## config.mk

```make
export PLATFORM = sky130hd
export DESIGN_NAME = irq_cond
export DESIGN_NICKNAME = d
export VERILOG_FILES = /design/src/rtl/irq_cond.sv
export SDC_FILE = /design/constraint.sdc
export NUM_CORES = 1
export LEC_CHECK = 0
export CORE_ASPECT_RATIO = 0.75
export CORE_UTILIZATION = 40
export CTS_BUF_LIST = sky130_fd_sc_hd__clkbuf_16
export DETAILED_ROUTE_END_ITERATION = 8
export GPL_TIMING_DRIVEN = 1
export PLACE_DENSITY = 0.66
export SYNTH_ARGS = -nofsm -noshare
export SYNTH_HDL_FRONTEND = slang
export SYNTH_SLANG_ARGS = --single-unit
```

## constraint.sdc

```tcl
create_clock -name clk_i -period 1.2 [get_ports clk_i]
set_input_delay 0.24 -clock clk_i [delete_from_list [all_inputs] [get_ports clk_i]]
set_output_delay 0.24 -clock clk_i [all_outputs]
set_load 0.02 [all_outputs]
```

## src/rtl/irq_cond.sv

```systemverilog
// Per-line IRQ conditioner: synchroniser chain, stable-count glitch filter with
// per-line bypass, registered level output plus one-cycle rise/fall pulses.
module irq_cond #(
  parameter int unsigned N_IRQ       = 32,
  parameter int unsigned SYNC_STAGES = 2,
  parameter int unsigned FILT_CYCLES = 4
) (
  input  logic             clk_i,
  input  logic             rst_n_i,
  input  logic [N_IRQ-1:0] irq_i,
  input  logic [N_IRQ-1:0] filt_en_i,
  output logic [N_IRQ-1:0] irq_o,
  output logic [N_IRQ-1:0] rise_o,
  output logic [N_IRQ-1:0] fall_o
);

  localparam int unsigned   CW      = (FILT_CYCLES > 1) ? $clog2(FILT_CYCLES) : 1;
  localparam logic [CW-1:0] CNT_MAX = CW'(FILT_CYCLES - 1);

  logic [N_IRQ-1:0] sync_q [SYNC_STAGES];
  logic [N_IRQ-1:0] s;
  logic [CW-1:0]    cnt_q  [N_IRQ];
  logic [CW-1:0]    cnt_d  [N_IRQ];
  logic [N_IRQ-1:0] irq_q, irq_d;
  logic [N_IRQ-1:0] rise_q, fall_q;

  // Plain flop chain; nothing may sit between the stages.
  always_ff @(posedge clk_i or negedge rst_n_i) begin
    if (!rst_n_i) begin
      for (int unsigned i = 0; i < SYNC_STAGES; i++) sync_q[i] <= '0;
    end else begin
      sync_q[0] <= irq_i;
      for (int unsigned i = 1; i < SYNC_STAGES; i++) sync_q[i] <= sync_q[i-1];
    end
  end

  assign s = sync_q[SYNC_STAGES-1];

  // Bypass and "input agrees with output" share one path: follow s, clear count.
  always_comb begin
    irq_d = irq_q;
    for (int unsigned n = 0; n < N_IRQ; n++) begin
      cnt_d[n] = '0;
      if (filt_en_i[n] && (s[n] != irq_q[n])) begin
        if (cnt_q[n] == CNT_MAX) irq_d[n] = s[n];
        else                     cnt_d[n] = cnt_q[n] + CW'(1);
      end else begin
        irq_d[n] = s[n];
      end
    end
  end

  always_ff @(posedge clk_i or negedge rst_n_i) begin
    if (!rst_n_i) begin
      irq_q  <= '0;
      rise_q <= '0;
      fall_q <= '0;
      for (int unsigned n = 0; n < N_IRQ; n++) cnt_q[n] <= '0;
    end else begin
      irq_q  <= irq_d;
      rise_q <= irq_d & ~irq_q;
      fall_q <= ~irq_d & irq_q;
      for (int unsigned n = 0; n < N_IRQ; n++) cnt_q[n] <= cnt_d[n];
    end
  end

  assign irq_o  = irq_q;
  assign rise_o = rise_q;
  assign fall_o = fall_q;

endmodule

```

# Word-level counts from Yosys, hierarchy flattened
# Index checks and enable logic that the tools add are counted.
# totals
register_bits,224
input_bits,66
out_inout_bits,96
# op_classes
n_addsub,32
n_eq_ne,64
muxes,128
bitwise_logic,4
reduce_logical,32
# ops
operator,count
2-bit two-way mux,64
"2-bit by 1-bit adder with 2-bit output, second input constant",32
32-bit bitwise AND,2
"2-bit equality test, second input constant",32
1-bit two-way mux,64
32-bit inverter,2
1-bit logical AND,32
1-bit inequality test,32

# Depth between registers and ports, before layout
# Gate-level depths: netlist of the first run.
# depth
word_depth,5
ltp_mapped,3

# Worst setup path before layout of the first run
# No wires, ideal clock.
# synth_path
path_kind,register to register
from,register cnt_q[62] (netlist bit)
to,register irq_q[0] (netlist: irq_o[0])
setup_time_ps,125
t_arrival_ps,1023
slack_ps,52
stages_incl_launch_ff,4
path_buffers,0
cell_sequence,dfrtp_1 ha_1 nor2b_4 mux2_4
# synth_between
elab_chain_cells,3
# synth_lines
element,line,text
"start, declared",22,logic [CW-1:0] cnt_q [N_IRQ];
2-bit equality test,45,if (cnt_q[n] == CNT_MAX) irq_d[n] = s[n];
1-bit two-way mux,45,
1-bit two-way mux,44,if (filt_en_i[n] && (s[n] != irq_q[n])) begin
named net irq_d[0],24,"logic [N_IRQ-1:0] irq_q, irq_d;"
"end signal, assigned",60,irq_q <= irq_d;
"end, declared",24,
# The timed path passes the listed nets, and every way through them passes these cells.

# Worst setup path after layout of the first run
# layout_path
from,register irq_q[12] (netlist: irq_o[12])
to,output port irq_o[12]
# layout_lines
element,line,text
"end, declared",12,"output logic [N_IRQ-1:0] irq_o,"
# No word-level cell between the ends.

==> metrics, run 1 <==
final number of hold-violating endpoints=0; DR vias=4867; TritonCTS clock tree=yes; Via density=around 4.5; Distinct cells, synth=11; antenna cell count=0; initial antenna violation count=0; sequential share of the synthesized area=67.3%; Synth Register Bits=between 200 and 250; final worst slack=-0.0956 ns; Max clock buf depth=3; Root Buffer Master=clkbuf_16; Syn Area/Cell=between 15 and 20 µm²; fin area=11900 µm²; clock period minus worst slack=approximately 1.3 ns; DP Area=between 10000 and 15000 µm²; Routability Congestion=between 0.8 and 0.9; Worst slew margin=approximately 80%; Total Die Area=roughly 21000 µm²; # rows=45; EDFF count, synth=0; synth cell count leaders=224 x dfrtp_1, 64 x nor3b_1; DRT antenna net count=0; critical path, cell by cell=buf_6; DR iter-0 viols=a little over 200; RSZ-0062 raised after global routing=true; Area Overhead vs Synth=43.3%; I/O Buffers=roughly 160; Ports=162; vias in the first global route=about 5300; clk sinks=roughly 220; Required @ worst endpoint=between 0.9 and 1 ns; Ys Warns=0; largest net degree at the start of global routing=54; total CTS buffers=23; PwrDens=roughly 1500 nW/µm²; pre-CTS WS=-0.157 ns; measured slew at the worst slew-check pin=around 0.29 ns; DRT Wirelength=around 16 mm; hpwl dp=between 10 and 15 mm; drt pass-1 iters=4; CP Buf/Inv Count=1; setup TNS=-4.58 ns; CTS H-Tree Depth=1; WL per Instance=roughly 14 µm; Die Y=roughly 130 µm; Worst path max stage delay=between 0.4 and 0.5 ns; fin crit share=108%; Final nets=around 900; worst-skew pair later-pin latency=between 0.4 and 0.5 ns; CP top delay family=flip-flops; clock slew at reported path FFs=about 0.060 ns; Worst Path Arrival=around 1.1 ns; Die W=approximately 170 µm; first-pass GRT wire length=about 26 mm; top-area cell type share of the netlist area=roughly two thirds; critical path's slowest cell=dfrtp_1; CP Launch Type=flip-flop; Gate Count Post-Synth=512; violated checks=negative setup slack; Layout fillers=about 1600; crit path kind=flip-flop to output pin; clock skew=approximately 0.0052 ns; top-count cell post-synth=dfrtp_1; grt ovf=0; Post-synth top flop=dfrtp_1; Residual DRC=0; LEAKAGE=0.00571 µW; Hold Crit Class=primary input to flip-flop; proportion of layout cells with a drive suffix above 1=42.3%; Yosys top cell by area=dfrtp_1; status=finished with violations; Max VDD drop=between 0.8 and 0.9 mV; Synth Cell Area=between 8000 and 9000 µm²; Post-Syn Nets=slightly above 600; ranking of synthesized cells by area=dfrtp_1 67%, mux2_4 5.8%, nor3b_1 5.8%, nor2b_4 5.3%, ha_1 4.8%; asr flop ratio synth=100%; Setup crit end kind=output pin; fin. max-slew vios=0; max-cap viol count=0; setup violators final=between 90 and 100; Fmax=between 0.7 and 0.8 GHz; crit-path max FO=2; starting density of the core=approximately two fifths; Total GRT Usage=approximately 15%; Util after Layout=58.7%; core area=around 20000 µm²
## through the flow
stage / cells / hold slack (ns) / total power [µW]
after global placement: 1020 / 0.112 / 11100
after CTS: 1079 / 0.164 / 18200
after global routing: 1090 / 0.167 / 18900
final: 1090 / 0.183 / 18000
after detailed placement: 1020 / 0.110 / 11200
after floorplan: 512 / -0.0556 / 9800
## what timing repair did
item,in CTS,in global routing
setup buffers,17,11
endpoints found under the setup margin,104,123
hold buffers,1,0
cloned,0,0
hold endpoints to repair,224,0
resized for setup,573,21
## cell usage in the layout, fill, tap and decap left out
master and n:
buf_8 1, nand2_1 31, nor3b_2 31, buf_6 96, clkdlybuf4s50_1 64, and3_1 2
xnor2_1 29, clkinv_1 5, clkbuf_16 23, inv_1 5, dlygate4sd3_1 1, mux2_4 32
clkinvlp_4 1, clkinv_2 4, buf_12 2, ha_2 24, nor2_1 32, nor2b_4 32
clkinv_4 1, xnor2_2 2, dfrtp_1 224, ha_1 8, buf_4 91, bufinv_16 2
nor3b_1 64, xor2_1 1
## cell families after synthesis
logic type               share of synthesized area [%]
flip-flops                                        67.3
adder cells (fa/ha/maj)                           4.81
XOR/XNOR                                          3.37
multiplexers                                      5.77
AND/OR/NAND/NOR                                   18.7
## sequential cells by signal, indices dropped and copies added, names as in the netlist
signal  flops
rise_o     32
cnt_q      64
sync_q     32
s          32
irq_o      32
fall_o     32
## metal layers
metal	track usage [%]	routed length [µm]	vias to the layer above	share of wire [%]
met1	20.6	7250	2421	46
met4	3.42	294	0	1.9
met3	4.56	1060	25	6.7
li1	-	-	2292	-
met2	23.9	7180	129	45
met5	0	0	-	0
## path summary, 6_finish.rpt
path                       slack (ns)          to  cells after the start  startpoint
hold / removal                   0.18  sync_q[39]                      1    irq_i[7]
setup / recovery                 -0.1   irq_o[12]                      1   irq_o[12]
hold reg to reg                  0.35       s[18]                      0  sync_q[50]
min in group asynchronous        0.20  sync_q[43]                      2     rst_n_i
setup reg to reg                 0.02   cnt_q[34]                      5   irq_o[14]
max in group asynchronous        0.44  rise_o[24]                      3     rst_n_i
## where the power goes
part / switching [µW] / total (µW) / leakage, µW / internal [µW]
sequential: 371 / 8470 / 0.00284 / 8100
clock: 2770 / 6680 / 0.000366 / 3900
combinational: 1220 / 2850 / 0.00250 / 1630
total: 4360 / 18000 / 0.00571 / 13600
## layout make-up
cell class                 instances  area (µm²)  share of cell area, %
clock inverter                    18         134                   1.12
multi-input combinational        288        2790                   23.4
sequential                       224        5610                   47.0
timing repair buffer             255        2470                   20.7
tap                              282         353                   2.96
clock buffer                      23         576                   4.82
## worst register-to-register path, cell delays in order, from the launching register on
cell	delay, ns
dfrtp_1	0.38
buf_4	0.13
buf_4	0.12
buf_4	0.14
xnor2_2	0.14
nor3b_2	0.18
Power figures use the tool's default switching activity.
==> inputs of run 2 (changes only) <==
--- a/config.mk
+++ b/config.mk
@@ -6,11 +6,14 @@
 export NUM_CORES = 1
 export LEC_CHECK = 0
 export CORE_ASPECT_RATIO = 0.75
+export CORE_MARGIN = 5
 export CORE_UTILIZATION = 40
 export CTS_BUF_LIST = sky130_fd_sc_hd__clkbuf_16
 export DETAILED_ROUTE_END_ITERATION = 8
 export GPL_TIMING_DRIVEN = 1
 export PLACE_DENSITY = 0.66
+export SETUP_SLACK_MARGIN = 0.15
+export SKIP_LAST_GASP = 1
 export SYNTH_ARGS = -nofsm -noshare
 export SYNTH_HDL_FRONTEND = slang
 export SYNTH_SLANG_ARGS = --single-unit
==> metrics, run 2 (synthesis results as in run 1) <==
antenna cell count=0; proportion of layout cells with a drive suffix above 1=52.2%; Ports=162; PwrDens=1420 nW/µm²; RSZ-0062 raised after global routing=true; Worst path max stage delay=~0.42 ns; fin. max-slew vios=0; largest net degree at the start of global routing=55; crit path kind=flip-flop to output pin; status=finished with violations; WL per Instance=~16 µm; Max clock buf depth=3; I/O Buffers=approximately 160; critical path's slowest cell=dfrtp_1; DRT Wirelength=about 18 mm; Area Overhead vs Synth=57.3%; DRT antenna net count=0; drt pass-1 iters=4; Setup crit end kind=output pin; Residual DRC=0; clock skew=0.00773 ns; Total Die Area=approximately 24000 µm²; Largest Register=cnt_q; DR vias=~5000; Routability Congestion=~0.78; Layout fillers=roughly 1400; commonest cells after routing, fill and taps aside=223 x dfrtp_1, 146 x buf_6, 88 x buf_4; max-cap viol count=0; Final nets=between 900 and 1000; setup TNS=-5.21 ns; Die Y=roughly 130 µm; total CTS buffers=23; CP top delay family=flip-flops; most common cell after layout, fill and taps aside=dfrtp_1; Total GRT Usage=between 10% and 20%; hpwl dp=between 10 and 15 mm; fin area=13100 µm²; clk sinks=about 220; DP Area=about 11000 µm²; Max VDD drop=1.17 mV; Die W=between 150 and 200 µm; initial antenna violation count=0; TritonCTS clock tree=yes; grt ovf=0; Worst slew margin=about four fifths; Util after Layout=around 64%; clock period minus worst slack=approximately 1.3 ns; Required @ worst endpoint=0.96 ns; violated checks=negative setup slack; LEAKAGE=about 0.0062 µW; worst-skew pair later-pin latency=a little under 0.5 ns; fin crit share=109%; starting density of the core=41.0%; Fmax=between 0.7 and 0.8 GHz; measured slew at the worst slew-check pin=between 0.2 and 0.3 ns; final worst slack=-0.103 ns; Via density=between 4 and 5; CP Buf/Inv Count=1; final number of hold-violating endpoints=0; CTS H-Tree Depth=1; Hold Crit Class=primary input to asynchronous set/reset pin; flip-flop count of the largest register after layout=between 60 and 70; clock slew at reported path FFs=approximately 0.06 ns; # rows=45; crit-path max FO=2; critical path, cell by cell=buf_6; core area=between 20000 and 25000 µm²; first-pass GRT wire length=roughly 28 mm; vias in the first global route=5646; DR iter-0 viols=slightly below 200; pre-CTS WS=-0.174 ns; Root Buffer Master=clkbuf_16; setup violators final=96; CP Launch Type=flip-flop; Worst Path Arrival=1.06 ns
run 2: final cells by class:
cell class / count / area (µm²) / area share, %
clock buffer: 23 / 576 / 4.39
clock inverter: 18 / 98.8 / 0.755
multi-input combinational: 288 / 3410 / 26.1
sequential: 224 / 5610 / 42.8
tap: 282 / 353 / 2.69
timing repair buffer: 304 / 3050 / 23.3
run 2: worst paths after layout:
kind,start,endpoint,depth (start not counted),slack (ns)
min,rst_n_i,rise_o[15],2,0.18
max,irq_o[22],irq_o[22],1,-0.10
min reg2reg,sync_q[46],s[14],0,0.35
min in group clk_i,irq_i[28],sync_q[60],1,0.18
max in group asynchronous,rst_n_i,fall_o[25],3,0.47
max reg2reg,cnt_q[52],irq_o[5],3,0.04
run 2: through the flow:
stage	power [µW]	std cells	hold slack (ns)
3_3_place_gp	11100	1019	0.0973
5_1_grt	19500	1139	0.157
3_5_place_dp	11200	1019	0.0984
4_1_cts	18300	1113	0.156
6_report	18600	1139	0.175
2_1_floorplan	9820	512	-0.0556
run 2: layer usage:
layer / vias to the layer above / routed length, µm / track usage (%)
li1: 2402 / - / -
met4: 0 / 352 / 3.01
met2: 128 / 8800 / 24.0
met1: 2551 / 7390 / 18.8
met3: 25 / 1200 / 4.25
met5: - / 0 / 0
run 2: where the power goes:
group / leakage [µW] / switching [µW] / internal, µW / total [µW]
registers: 0.00284 / 411 / 8100 / 8510
clock network: 0.000348 / 2800 / 3670 / 6460
logic: 0.00301 / 1450 / 2180 / 3630
run 2: what timing repair did:
action,CTS,global route
setup endpoints to repair,161,211
setup buffers,52,27
endpoints found under the hold margin,224,0
gates resized for setup,592,97
pin swaps,7,25
hold buffers,1,0
==> inputs of run 3 (changes only) <==
--- a/config.mk
+++ b/config.mk
@@ -8,7 +8,6 @@
 export CORE_ASPECT_RATIO = 0.75
 export CORE_MARGIN = 5
 export CORE_UTILIZATION = 40
-export CTS_BUF_LIST = sky130_fd_sc_hd__clkbuf_16
 export DETAILED_ROUTE_END_ITERATION = 8
 export GPL_TIMING_DRIVEN = 1
 export PLACE_DENSITY = 0.66
@@ -17,3 +16,4 @@
 export SYNTH_ARGS = -nofsm -noshare
 export SYNTH_HDL_FRONTEND = slang
 export SYNTH_SLANG_ARGS = --single-unit
+export TNS_END_PERCENT = 10
==> metrics, run 3 (synthesis results as in run 1) <==
status=finished with violations; violated checks=negative setup slack; Root Buffer Master=clkbuf_16; CP top delay family=flip-flops; hold path depth=1; DP Area=10900 µm²; Worst slew margin=between 70% and 80%; pre-CTS WS=-0.162 ns; Die Y=135 µm; crit-path max FO=2; Largest Register=cnt_q; CTS H-Tree Depth=1; Ports=~160; Die W=177 µm; Required @ worst endpoint=around 0.96 ns; PwrDens=about 1600 nW/µm²; WL per Instance=~15 µm; CP Buf/Inv Count=1; Max clock buf depth=3; measured slew at the worst slew-check pin=0.348 ns; Reg2Reg Depth=3; clock period minus worst slack=1.29 ns; Setup crit end kind=output pin; r2r endpoint=irq_o[17]; DR iter-0 viols=between 200 and 250; final worst slack=-0.0915 ns; DRT Wirelength=~16 mm; Area Overhead vs Synth=37.5%; initial antenna violation count=0; crit path kind=flip-flop to output pin; Worst path max stage delay=0.42 ns; vias in the first global route=between 5000 and 6000; antenna cell count=0; critical path, cell by cell=buf_6; area taken by multi-input logic gates=2800 µm²; fin. max-slew vios=0; final hold slack=between 0.15 and 0.2 ns; proportion of layout cells with a drive suffix above 1=a little over two fifths; total CTS buffers=23; largest net degree at the start of global routing=43; r2r startpoint=cnt_q[28]; clock skew=approximately 0.0085 ns; Layout fillers=approximately 1600; clock slew at reported path FFs=roughly 0.060 ns; hpwl dp=11.8 mm; Final nets=a little under 900; Routability Congestion=between 0.8 and 0.9; critical path's slowest cell=dfrtp_1; grt ovf=0; Hold Path Origin=irq_i[24]; Reg area=around 5600 µm²; final number of hold-violating endpoints=0; most common cell after layout, fill and taps aside=dfrtp_1; Total Die Area=23800 µm²; DRT antenna net count=0; first-pass GRT wire length=approximately 27 mm; Hold Crit Class=primary input to flip-flop; worst-skew pair later-pin latency=0.49 ns; Via density=roughly 4.4; setup violators final=96; max-cap viol count=0; fin area=11400 µm²; starting density of the core=between 40% and 50%; CP Launch Type=flip-flop; Total GRT Usage=about 14%; Worst Path Arrival=~1.1 ns; Fmax=roughly 0.77 GHz; clk sinks=224; Max VDD drop=0.823 mV; drt pass-1 iters=4; Pwr Total=approximately 18000 µW; fin crit share=108%; flip-flop count of the largest register after layout=64; commonest cells after routing, fill and taps aside=224 x dfrtp_1, 78 x buf_4, 69 x buf_2; core area=roughly 20000 µm²; DR vias=roughly 4800; setup TNS=-4.83 ns; LEAKAGE=between 0.005 and 0.006 µW; # rows=between 40 and 50; I/O Buffers=161; Worst R2R Setup Slack=0.03 ns; RSZ-0062 raised after global routing=true; worst hold path endpoint=sync_q[56]; TritonCTS clock tree=yes; Residual DRC=0
-- run 3: cell types whose count changed in the layout (fill, tap and decap cells not counted), moves of 10 or more --
cell | previous run | this run
buf_2 | 0 | 69
xnor2_1 | 6 | 31
xnor2_4 | 17 | 0
buf_6 | 146 | 26
nor3b_2 | 54 | 31
nor3b_1 | 37 | 64
buf_4 | 88 | 78
-- run 3: final cells by class --
class	instances	share of cell area [%]
Clock buffer	37	6.28
Clock inverter	3	0.164
Multi-Input combinational cell	288	24.5
Sequential cell	224	49.0
Tap cell	282	3.08
Timing Repair Buffer	242	17.0
-- run 3: worst register-to-register path, cell delays in order, from the launching register on --
cell	delay [ns]
dfrtp_1	0.40
ha_2	0.19
nor2b_4	0.15
mux2_4	0.31
-- run 3: report_power, final --
group          leakage, µW  internal, µW  switching [µW]  total, µW
clock             0.000366          4080            2740       6810
combinational      0.00233          1400            1200       2600
sequential         0.00284          8100             328       8430
total              0.00554         13600            4260      17800
-- run 3: repair_timing --
action	in CTS	in global routing
endpoints found under the hold margin	194	0
endpoints found under the setup margin	156	196
hold buffers	1	0
setup buffers	2	8
cloned	0	0
resized for setup	413	25
-- run 3: how the worst max path moves through the flow --
stage	from	endpoint	slack, ns	depth (start not counted)
5_1_grt	irq_o[4]	irq_o[4]	-0.13	1
4_1_cts	irq_o[4]	irq_o[4]	-0.12	1
2_1_floorplan	cnt_q[62]	irq_o[0]	0.1	3
3_5_place_dp	filt_en_i[22]	irq_o[22]	-0.16	3
6_report	irq_o[4]	irq_o[4]	-0.09	1
3_3_place_gp	filt_en_i[2]	irq_o[2]	-0.14	3
-- run 3: metal layers --
metal,GRT usage [%],routed length [µm],vias to the layer above,part of all wire (%)
met4,3.01,318,0,2.0
met2,21.6,7130,124,45
met1,19.1,7130,2356,45
li1,-,-,2270,-
met3,4.84,1320,24,8.3
met5,0,0,-,0
-- run 3: stage by stage --
| step | cells | util, % |
|---|---|---|
| after global routing | 1076 | 56.3 |
| after CTS | 1068 | 55.6 |
| after floorplan | 512 | - |
| after detailed placement | 1025 | 53.8 |
| after global placement | 1025 | 53.8 |
| final | 1076 | 56.3 |
